### config.mk
export PLATFORM = sky130hd
export DESIGN_NAME = ipu_multi_centroid
export DESIGN_NICKNAME = d
export VERILOG_FILES = /design/src/rtl/ipu_pkg.sv /design/src/rtl/centroid_div.sv /design/src/rtl/ipu_multi_centroid.sv
export SDC_FILE = /design/constraint.sdc
export NUM_CORES = 2
export LEC_CHECK = 0
export CAP_MARGIN = 20
export CORE_AREA = 2 2 494 496
export DETAILED_ROUTE_END_ITERATION = 16
export DIE_AREA = 0 0 496 498
export DONT_BUFFER_PORTS = 1
export GPL_TIMING_DRIVEN = 0
export PLACE_DENSITY = 0.38
export SETUP_SLACK_MARGIN = 0.05
export SLEW_MARGIN = 20
export SYNTH_ARGS = -nofsm -noshare
export SYNTH_HDL_FRONTEND = slang
export SYNTH_HIERARCHICAL = 1
export SYNTH_SLANG_ARGS = --single-unit
### constraint.sdc
create_clock -name iCLK -period 6 [get_ports iCLK]
set_clock_uncertainty 0.2 [all_clocks]
set_input_delay 0.3 -clock iCLK [delete_from_list [all_inputs] [get_ports iCLK]]
set_output_delay 0.3 -clock iCLK [all_outputs]
set_load 0.02 [all_outputs]
### src/rtl/ipu_pkg.sv
// ipu_pkg: shared types, field indices and helpers for the multi-colour centroid path
package ipu_pkg;
  typedef struct packed {
    logic [11:0] Rmin;
    logic [11:0] Rmax;
    logic [11:0] Gmin;
    logic [11:0] Gmax;
    logic [11:0] Bmin;
    logic [11:0] Bmax;
  } rgb_thresh_t;
  typedef enum logic [1:0] {IDLE, DIV, EMIT} centroid_state_t;
  localparam logic [2:0] F_RMIN = 3'd0;
  localparam logic [2:0] F_RMAX = 3'd1;
  localparam logic [2:0] F_GMIN = 3'd2;
  localparam logic [2:0] F_GMAX = 3'd3;
  localparam logic [2:0] F_BMIN = 3'd4;
  localparam logic [2:0] F_BMAX = 3'd5;
  localparam rgb_thresh_t THR_RESET = '{12'hFFF, 12'h000, 12'hFFF, 12'h000, 12'hFFF, 12'h000};
  function automatic int chWidth(input int n);
    return (n > 1) ? $clog2(n) : 1;
  endfunction
  function automatic logic inWindow(input logic [11:0] v, input logic [11:0] lo, input logic [11:0] hi);
    return v >= lo && v <= hi;
  endfunction
endpackage

### src/rtl/centroid_div.sv
// centroid_div: restoring unsigned divider, first step taken in the start cycle, quotient saturates at 2047
module centroid_div #(
  parameter int SUM_W = 30,
  parameter int CNT_W = 19
) (
  input  logic             iCLK,
  input  logic             iRST,
  input  logic             iSTART,
  input  logic [SUM_W-1:0] iNUM,
  input  logic [CNT_W-1:0] iDEN,
  output logic [10:0]      oQ,
  output logic             oDONE
);
  localparam int STEP_W = $clog2(SUM_W + 1);
  logic [CNT_W-1:0] rem, den, srcRem, srcDen, nextRem;
  logic [SUM_W-1:0] quo, srcQuo, nextQuo;
  logic [CNT_W:0] trial, diff;
  logic [STEP_W-1:0] steps;
  logic busy, ge;
  // one restoring step, fed from the inputs on start so the load cycle does useful work
  always_comb begin
    srcRem = iSTART ? '0 : rem;
    srcQuo = iSTART ? iNUM : quo;
    srcDen = iSTART ? iDEN : den;
    trial = {srcRem, srcQuo[SUM_W-1]};
    diff = trial - {1'b0, srcDen};
    ge = trial >= {1'b0, srcDen};
    nextRem = ge ? diff[CNT_W-1:0] : trial[CNT_W-1:0];
    nextQuo = {srcQuo[SUM_W-2:0], ge};
  end
  // iterate SUM_W steps in total, then flag done for one cycle
  always_ff @(posedge iCLK) begin
    if (iRST) begin
      rem <= '0;
      quo <= '0;
      den <= '0;
      steps <= '0;
      busy <= 1'b0;
      oDONE <= 1'b0;
    end else begin
      oDONE <= busy && steps == STEP_W'(1);
      if (iSTART) begin
        rem <= nextRem;
        quo <= nextQuo;
        den <= iDEN;
        steps <= STEP_W'(SUM_W - 1);
        busy <= 1'b1;
      end else if (busy) begin
        rem <= nextRem;
        quo <= nextQuo;
        steps <= steps - 1'b1;
        busy <= steps != STEP_W'(1);
      end
    end
  end
  assign oQ = |quo[SUM_W-1:11] ? 11'h7FF : quo[10:0];
endmodule

### src/rtl/ipu_multi_centroid.sv
// ipu_multi_centroid: per-channel RGB window classification, frame accumulation and centroid readout
module ipu_multi_centroid
  import ipu_pkg::*;
#(
  parameter int NUM_CH = 4,
  parameter int FRAME_W = 640,
  parameter int FRAME_H = 480,
  parameter int MIN_PIX = 16,
  localparam int CH_W = chWidth(NUM_CH),
  localparam int CNT_W = $clog2(FRAME_W * FRAME_H + 1),
  localparam int SUM_W = CNT_W + 11
) (
  input  logic             iCLK,
  input  logic             iRST,
  input  logic             iFVAL,
  input  logic             iDVAL,
  input  logic [11:0]      iRed,
  input  logic [11:0]      iGreen,
  input  logic [11:0]      iBlue,
  input  logic [10:0]      iX_Cont,
  input  logic [10:0]      iY_Cont,
  input  logic             iCFG_WE,
  input  logic [CH_W+2:0]  iCFG_ADDR,
  input  logic [11:0]      iCFG_DATA,
  output logic [10:0]      oX,
  output logic [10:0]      oY,
  output logic [CNT_W-1:0] oCOUNT,
  output logic [CH_W-1:0]  oCH,
  output logic             oFOUND,
  output logic             oDVAL,
  input  logic             iREADY,
  output logic             oOVERRUN
);
  localparam logic [CH_W-1:0] LAST_CH = CH_W'(NUM_CH - 1);
  rgb_thresh_t thr [NUM_CH];
  logic [NUM_CH-1:0] matchQ;
  logic pixQ, fvalQ, snapPend;
  logic [10:0] xQ, yQ;
  logic [CNT_W-1:0] accCnt [NUM_CH];
  logic [CNT_W-1:0] resCnt [NUM_CH];
  logic [SUM_W-1:0] accX [NUM_CH];
  logic [SUM_W-1:0] accY [NUM_CH];
  logic [SUM_W-1:0] resSumX [NUM_CH];
  logic [SUM_W-1:0] resSumY [NUM_CH];
  logic [10:0] cenX [NUM_CH];
  logic [10:0] cenY [NUM_CH];
  centroid_state_t state;
  logic [CH_W-1:0] chIdx, recIdx, cfgCh;
  logic [2:0] cfgField;
  logic phaseY, divBusy, divStart, divDone, lastCh, recFound;
  logic [SUM_W-1:0] divNum;
  logic [10:0] divQ, recX, recY;
  function automatic logic enough(input logic [CNT_W-1:0] n);
    return n != '0 && n >= CNT_W'(MIN_PIX);
  endfunction
  // address decode, divider feed and the next record to present
  always_comb begin
    cfgCh = iCFG_ADDR[CH_W+2:3];
    cfgField = iCFG_ADDR[2:0];
    lastCh = chIdx == LAST_CH;
    divStart = state == DIV && !divBusy && enough(resCnt[chIdx]);
    divNum = phaseY ? resSumY[chIdx] : resSumX[chIdx];
    recIdx = state == EMIT ? chIdx + 1'b1 : '0;
    recFound = enough(resCnt[recIdx]);
    recX = recFound ? cenX[recIdx] : '0;
    recY = !recFound ? '0 : (state == DIV && recIdx == chIdx) ? divQ : cenY[recIdx];
  end
  // threshold register file; channels beyond NUM_CH and fields 6/7 are never written
  always_ff @(posedge iCLK) begin
    for (int c = 0; c < NUM_CH; c++)
      if (iRST) thr[c] <= THR_RESET;
      else if (iCFG_WE && int'(cfgCh) == c)
        case (cfgField)
          F_RMIN: thr[c].Rmin <= iCFG_DATA;
          F_RMAX: thr[c].Rmax <= iCFG_DATA;
          F_GMIN: thr[c].Gmin <= iCFG_DATA;
          F_GMAX: thr[c].Gmax <= iCFG_DATA;
          F_BMIN: thr[c].Bmin <= iCFG_DATA;
          F_BMAX: thr[c].Bmax <= iCFG_DATA;
          default: ;
        endcase
  end
  // register the per-channel window match with its coordinates, and detect frame edges
  always_ff @(posedge iCLK) begin
    if (iRST) begin
      pixQ <= 1'b0;
      matchQ <= '0;
      xQ <= '0;
      yQ <= '0;
      fvalQ <= 1'b0;
      snapPend <= 1'b0;
    end else begin
      pixQ <= iFVAL & iDVAL;
      xQ <= iX_Cont;
      yQ <= iY_Cont;
      fvalQ <= iFVAL;
      snapPend <= fvalQ & ~iFVAL;
      for (int c = 0; c < NUM_CH; c++)
        matchQ[c] <= inWindow(iRed, thr[c].Rmin, thr[c].Rmax) && inWindow(iGreen, thr[c].Gmin, thr[c].Gmax) && inWindow(iBlue, thr[c].Bmin, thr[c].Bmax);
    end
  end
  // frame accumulators, cleared on frame start
  always_ff @(posedge iCLK) begin
    for (int c = 0; c < NUM_CH; c++)
      if (iRST || (iFVAL && !fvalQ)) begin
        accCnt[c] <= '0;
        accX[c] <= '0;
        accY[c] <= '0;
      end else if (pixQ && matchQ[c]) begin
        accCnt[c] <= accCnt[c] + 1'b1;
        accX[c] <= accX[c] + SUM_W'(xQ);
        accY[c] <= accY[c] + SUM_W'(yQ);
      end
  end
  centroid_div #(.SUM_W(SUM_W), .CNT_W(CNT_W)) u_div (
    .iCLK(iCLK),
    .iRST(iRST),
    .iSTART(divStart),
    .iNUM(divNum),
    .iDEN(resCnt[chIdx]),
    .oQ(divQ),
    .oDONE(divDone)
  );
  // snapshot at frame end, divide channel by channel, then hand records out in order
  always_ff @(posedge iCLK) begin
    if (iRST) begin
      state <= IDLE;
      chIdx <= '0;
      phaseY <= 1'b0;
      divBusy <= 1'b0;
      resCnt <= '{default: '0};
      resSumX <= '{default: '0};
      resSumY <= '{default: '0};
      cenX <= '{default: '0};
      cenY <= '{default: '0};
      oX <= '0;
      oY <= '0;
      oCOUNT <= '0;
      oCH <= '0;
      oFOUND <= 1'b0;
      oDVAL <= 1'b0;
      oOVERRUN <= 1'b0;
    end else begin
      oOVERRUN <= snapPend && state != IDLE;
      case (state)
        IDLE: if (snapPend) begin
          resCnt <= accCnt;
          resSumX <= accX;
          resSumY <= accY;
          chIdx <= '0;
          phaseY <= 1'b0;
          state <= DIV;
        end
        DIV: if (divStart) divBusy <= 1'b1;
        else if (!divBusy || divDone) begin
          divBusy <= 1'b0;
          phaseY <= divBusy && !phaseY;
          if (divBusy && !phaseY) cenX[chIdx] <= divQ;
          if (divBusy && phaseY) cenY[chIdx] <= divQ;
          if (!divBusy || phaseY) begin
            chIdx <= lastCh ? '0 : chIdx + 1'b1;
            if (lastCh) begin
              state <= EMIT;
              oDVAL <= 1'b1;
              oX <= recX;
              oY <= recY;
              oCOUNT <= resCnt[recIdx];
              oCH <= recIdx;
              oFOUND <= recFound;
            end
          end
        end
        EMIT: if (iREADY) begin
          oDVAL <= !lastCh;
          chIdx <= lastCh ? '0 : chIdx + 1'b1;
          state <= lastCh ? IDLE : EMIT;
          if (!lastCh) begin
            oX <= recX;
            oY <= recY;
            oCOUNT <= resCnt[recIdx];
            oCH <= recIdx;
            oFOUND <= recFound;
          end
        end
        default: state <= IDLE;
      endcase
    end
  end
endmodule

==> flow_summary.toml <==
[place]
placedCellCount = 9969
dpl_cell_area_sq_mm = 0.0644
portBuffers = 0
gp_congestion = 0.860
post-dp-hpwl_um = 175000

[power_and_ir_drop]
leakagePower_nw = 25.6
power.internal_mw = 13.9
ir_drop_v = 0.000268
power.net_switching_mw = 4.88
p_seq_share_pct = 43.8
combPwrFrac_pct = 7.6
p_clk_share_pct = 48.7
p_sw_share_pct = 25.9
power_density_mw_per_mm2 = 267

[detailed_routing]
route.detailed.drc = 0
avgViaCountPerCell = 4.80
wl_per_cell_um = 22.6
dr_total_vias = 49700
firstDrtPassIters = 5
final_antenna_net_count = 0
initialDrtViolationCount = 3514
routed_wl_um = 233000

[synthesis]
synth_cell_types = 84
synthTopCellsByCount = "nand2_1 (1124), dfxtp_1 (876), a21oi_1 (688), nor2_1 (416), ha_1 (406)"
yosysWarnings = 6
syn_nets = 7256
synth_top_cell_by_area = "dfxtp_1"
async_flop_share_pct = 0
postSynthAreaPerCell_sq_um = 8.90
synth_ff_type = "dfxtp_1"
syn_inst = 6760
ys_ff_latch = 1164
yosysMostFrequentCell = "nand2_1"
synth.area.top_cells = "dfxtp_1 (29%), edfxtp_1 (14%), ha_1 (8.4%)"
synth_top_area_share_pct = 29.2
synth-edff-count = 288
netlist_area_sq_mm = 0.0601
ys_seq_area_share_pct = 43.5

[floorplanning]
die_height_um = 498
fp.coreArea_sq_mm = 0.242
ios = 127
fp.dieW_um = 496
initial_core_util_pct = 24.9
rows = 181
die_area_sq_mm = 0.247

[cts]
cts.sinks = 1164
clockRootBuffer = "clkbuf_16"
cts_buffer_depth = 3
cts_tree = "done"
clk_latency_ns = 0.82
cts_buffers = 150
clkTransAtPathRegs_ns = 0.06
cts_max_level = 4

[sta]
report.final.slew_viol_count = 0
setup_viol = 0
max_slew.worst_pin.slew_ns = 1.18
period_share_pct = 94.0
grt_setup_unrepaired = "no"
timing.slew.headroom_pct = 21.7
period_minus_slack_ns = 5.64
fmax_ghz = 0.177
hold_viol = 0

[critical_path]
r2r-start = "chIdx[1]"
cp_cell_sequence = "clkbuf_4, buf_6, buf_2, clkbuf_1, inv_1, ha_1, nand2_1, clkbuf_1, a31oi_1, nor4_1, a41o_1, clkbuf_1, o31ai_1"
critPathSlowestCell = "clkbuf_1"
r2r_cells = 13
crit_type = "flip-flop to flip-flop"
reg2reg_slack_ns = 0.36
cp.arrival_ns = 6.10
start_kind = "flip-flop"
end_kind = "flip-flop"
crit_top_cell = "clkbuf_1"
r2r-end = "oX[1]"
crit_fanout = 10
cpPeakStageDelay_ns = 0.82
critical_path_required_ns = 6.46

[flow_run]
maxCapViolCount = 0

[min_path]
hold_class = "input pin to flip-flop"
worstHoldEndpoint = "yQ[5]"
whs_path_depth = 2
hp-start = "iY_Cont[5]"

[layout]
final_cells = 10300
stdcell_area_sq_mm = 0.0704
final_util_pct = 29.1
nets = 7501
syn_to_final_growth_pct = 17.0
drive_gt1_share_pct = 8.16

[grt]
grt_overflow = 0
grt_pass1_vias = 48000
track_usage_pct = 18.5
grt_max_degree = 17
antenna_found_initial = 36
grt_pass1_wl_um = 336000

[run_status]
status = "finished, final reports clean"
[cell type report]
| cell class | instances | area [sq um] |
|---|---|---|
| Buffer | 400 | 1640 |
| Tap cell | 3202 | 4010 |
| Clock inverter | 57 | 594 |
| Fill cell | 25700 | 172000 |
| Multi-Input combinational cell | 4836 | 31200 |
| Timing Repair Buffer | 94 | 978 |
| Inverter | 359 | 1350 |
| Sequential cell | 1164 | 26200 |
| Antenna cell | 16 | 40.0 |
| Clock buffer | 214 | 4320 |
[repair_timing]
| item | 4_1_cts | 5_1_grt |
|---|---|---|
| resized for setup | 26 | 19 |
| buffers inserted | 11 | 2 |
| setup endpoints to repair | 41 | 20 |
| hold endpoints to repair | 189 | 0 |
| pin swaps | 4 | 1 |
| hold buffers | 73 | 0 |
[state kept, by name (all words and copies together) (netlist names), 19 cells and up]
register and count:
thr 288, accY 120, cenY 44, u_div/quo 30, resSumY 120, accCnt 76, u_div/den 19, resCnt 76
oCOUNT 19, cenX 44, u_div/rem 19, accX 120, resSumX 120
[cells in the final DEF (no fill, tap or decap), types with 37 or more instances in the layout]
master / n
nand2_1: 1124
dfxtp_1: 875
a21oi_1: 688
nor2_1: 416
ha_1: 401
inv_1: 356
clkbuf_1: 344
edfxtp_1: 288
nand3_1: 183
o21ai_0: 166
clkbuf_16: 156
and2_1: 140
or3_1: 130
nor2b_1: 114
xnor2_1: 109
a21o_1: 93
a211oi_1: 91
or2_2: 90
mux2i_1: 90
nor3_1: 86
mux4_2: 83
and3_1: 77
nand2b_1: 77
nand4_1: 75
dlygate4sd3_1: 73
xor2_1: 72
o31ai_1: 53
mux2_2: 44
nand3b_1: 37
[worst max-delay path, delay by kind of cell (launching register included)]
kind            cells  cell delay (ns)
simple gates        2             0.53
fa+ha+maj           1             0.37
compound gates      3             0.98
flops               1             0.35
buf+inv             7             3.01
[power by group through the flow]
stage / registers, mW / logic, mW / clock network (mW)
after floorplan: 8.36 / 0.853 / 0
after global placement: 8.40 / 1.35 / 0
after detailed placement: 8.40 / 1.37 / 0
after CTS: 8.23 / 1.44 / 9.39
after global routing: 8.24 / 1.58 / 9.70
final: 8.23 / 1.42 / 9.16
[worst max-delay path by stage]
stage,start,end,slack (ns),depth (start not counted)
global placement,chIdx[1],u_div/rem[7],-1.42,24
finish,chIdx[1],oX[1],0.36,13
global route,chIdx[0],u_div/rem[7],0.02,23
floorplan,chIdx[0],u_div/rem[9],0.80,23
CTS,chIdx[0],u_div/rem[9],0.06,22
detailed placement,chIdx[1],u_div/rem[9],-1.34,24
[logic make-up after synthesis]
logic type	synth area share, %
AND/OR/NAND/NOR	20.9
XOR/XNOR	2.64
buffers and inverters	4.83
AO/OA/AOI/OAI	13.7
adder cells (fa/ha/maj)	8.79
multiplexers	5.53
flip-flops	43.5
[routing by layer]
| layer | share of wire [%] | global-route usage (%) | routed length (um) |
|---|---|---|---|
| met1 | 47 | 25.5 | 109000 |
| met2 | 46 | 30.3 | 108000 |
| met3 | 4.9 | 2.71 | 11300 |
| met4 | 2.1 | 4.32 | 4870 |
| met5 | 0.0081 | 0 | 19 |
[metrics by stage]
step | setup slack, ns | total power [mW] | TNS (ns) | hold slack [ns]
6_report | 0.358 | 18.8 | 0 | 0.0220
4_1_cts | 0.0550 | 19.0 | 0 | 0.00292
3_5_place_dp | -1.34 | 9.77 | -27.97 | 0.234
3_3_place_gp | -1.42 | 9.75 | -40.13 | 0.229
2_1_floorplan | 0.801 | 9.21 | 0 | 0.177
5_1_grt | 0.0249 | 19.5 | 0 | 0.0289
No activity file was read; power rests on OpenSTA's default activity.
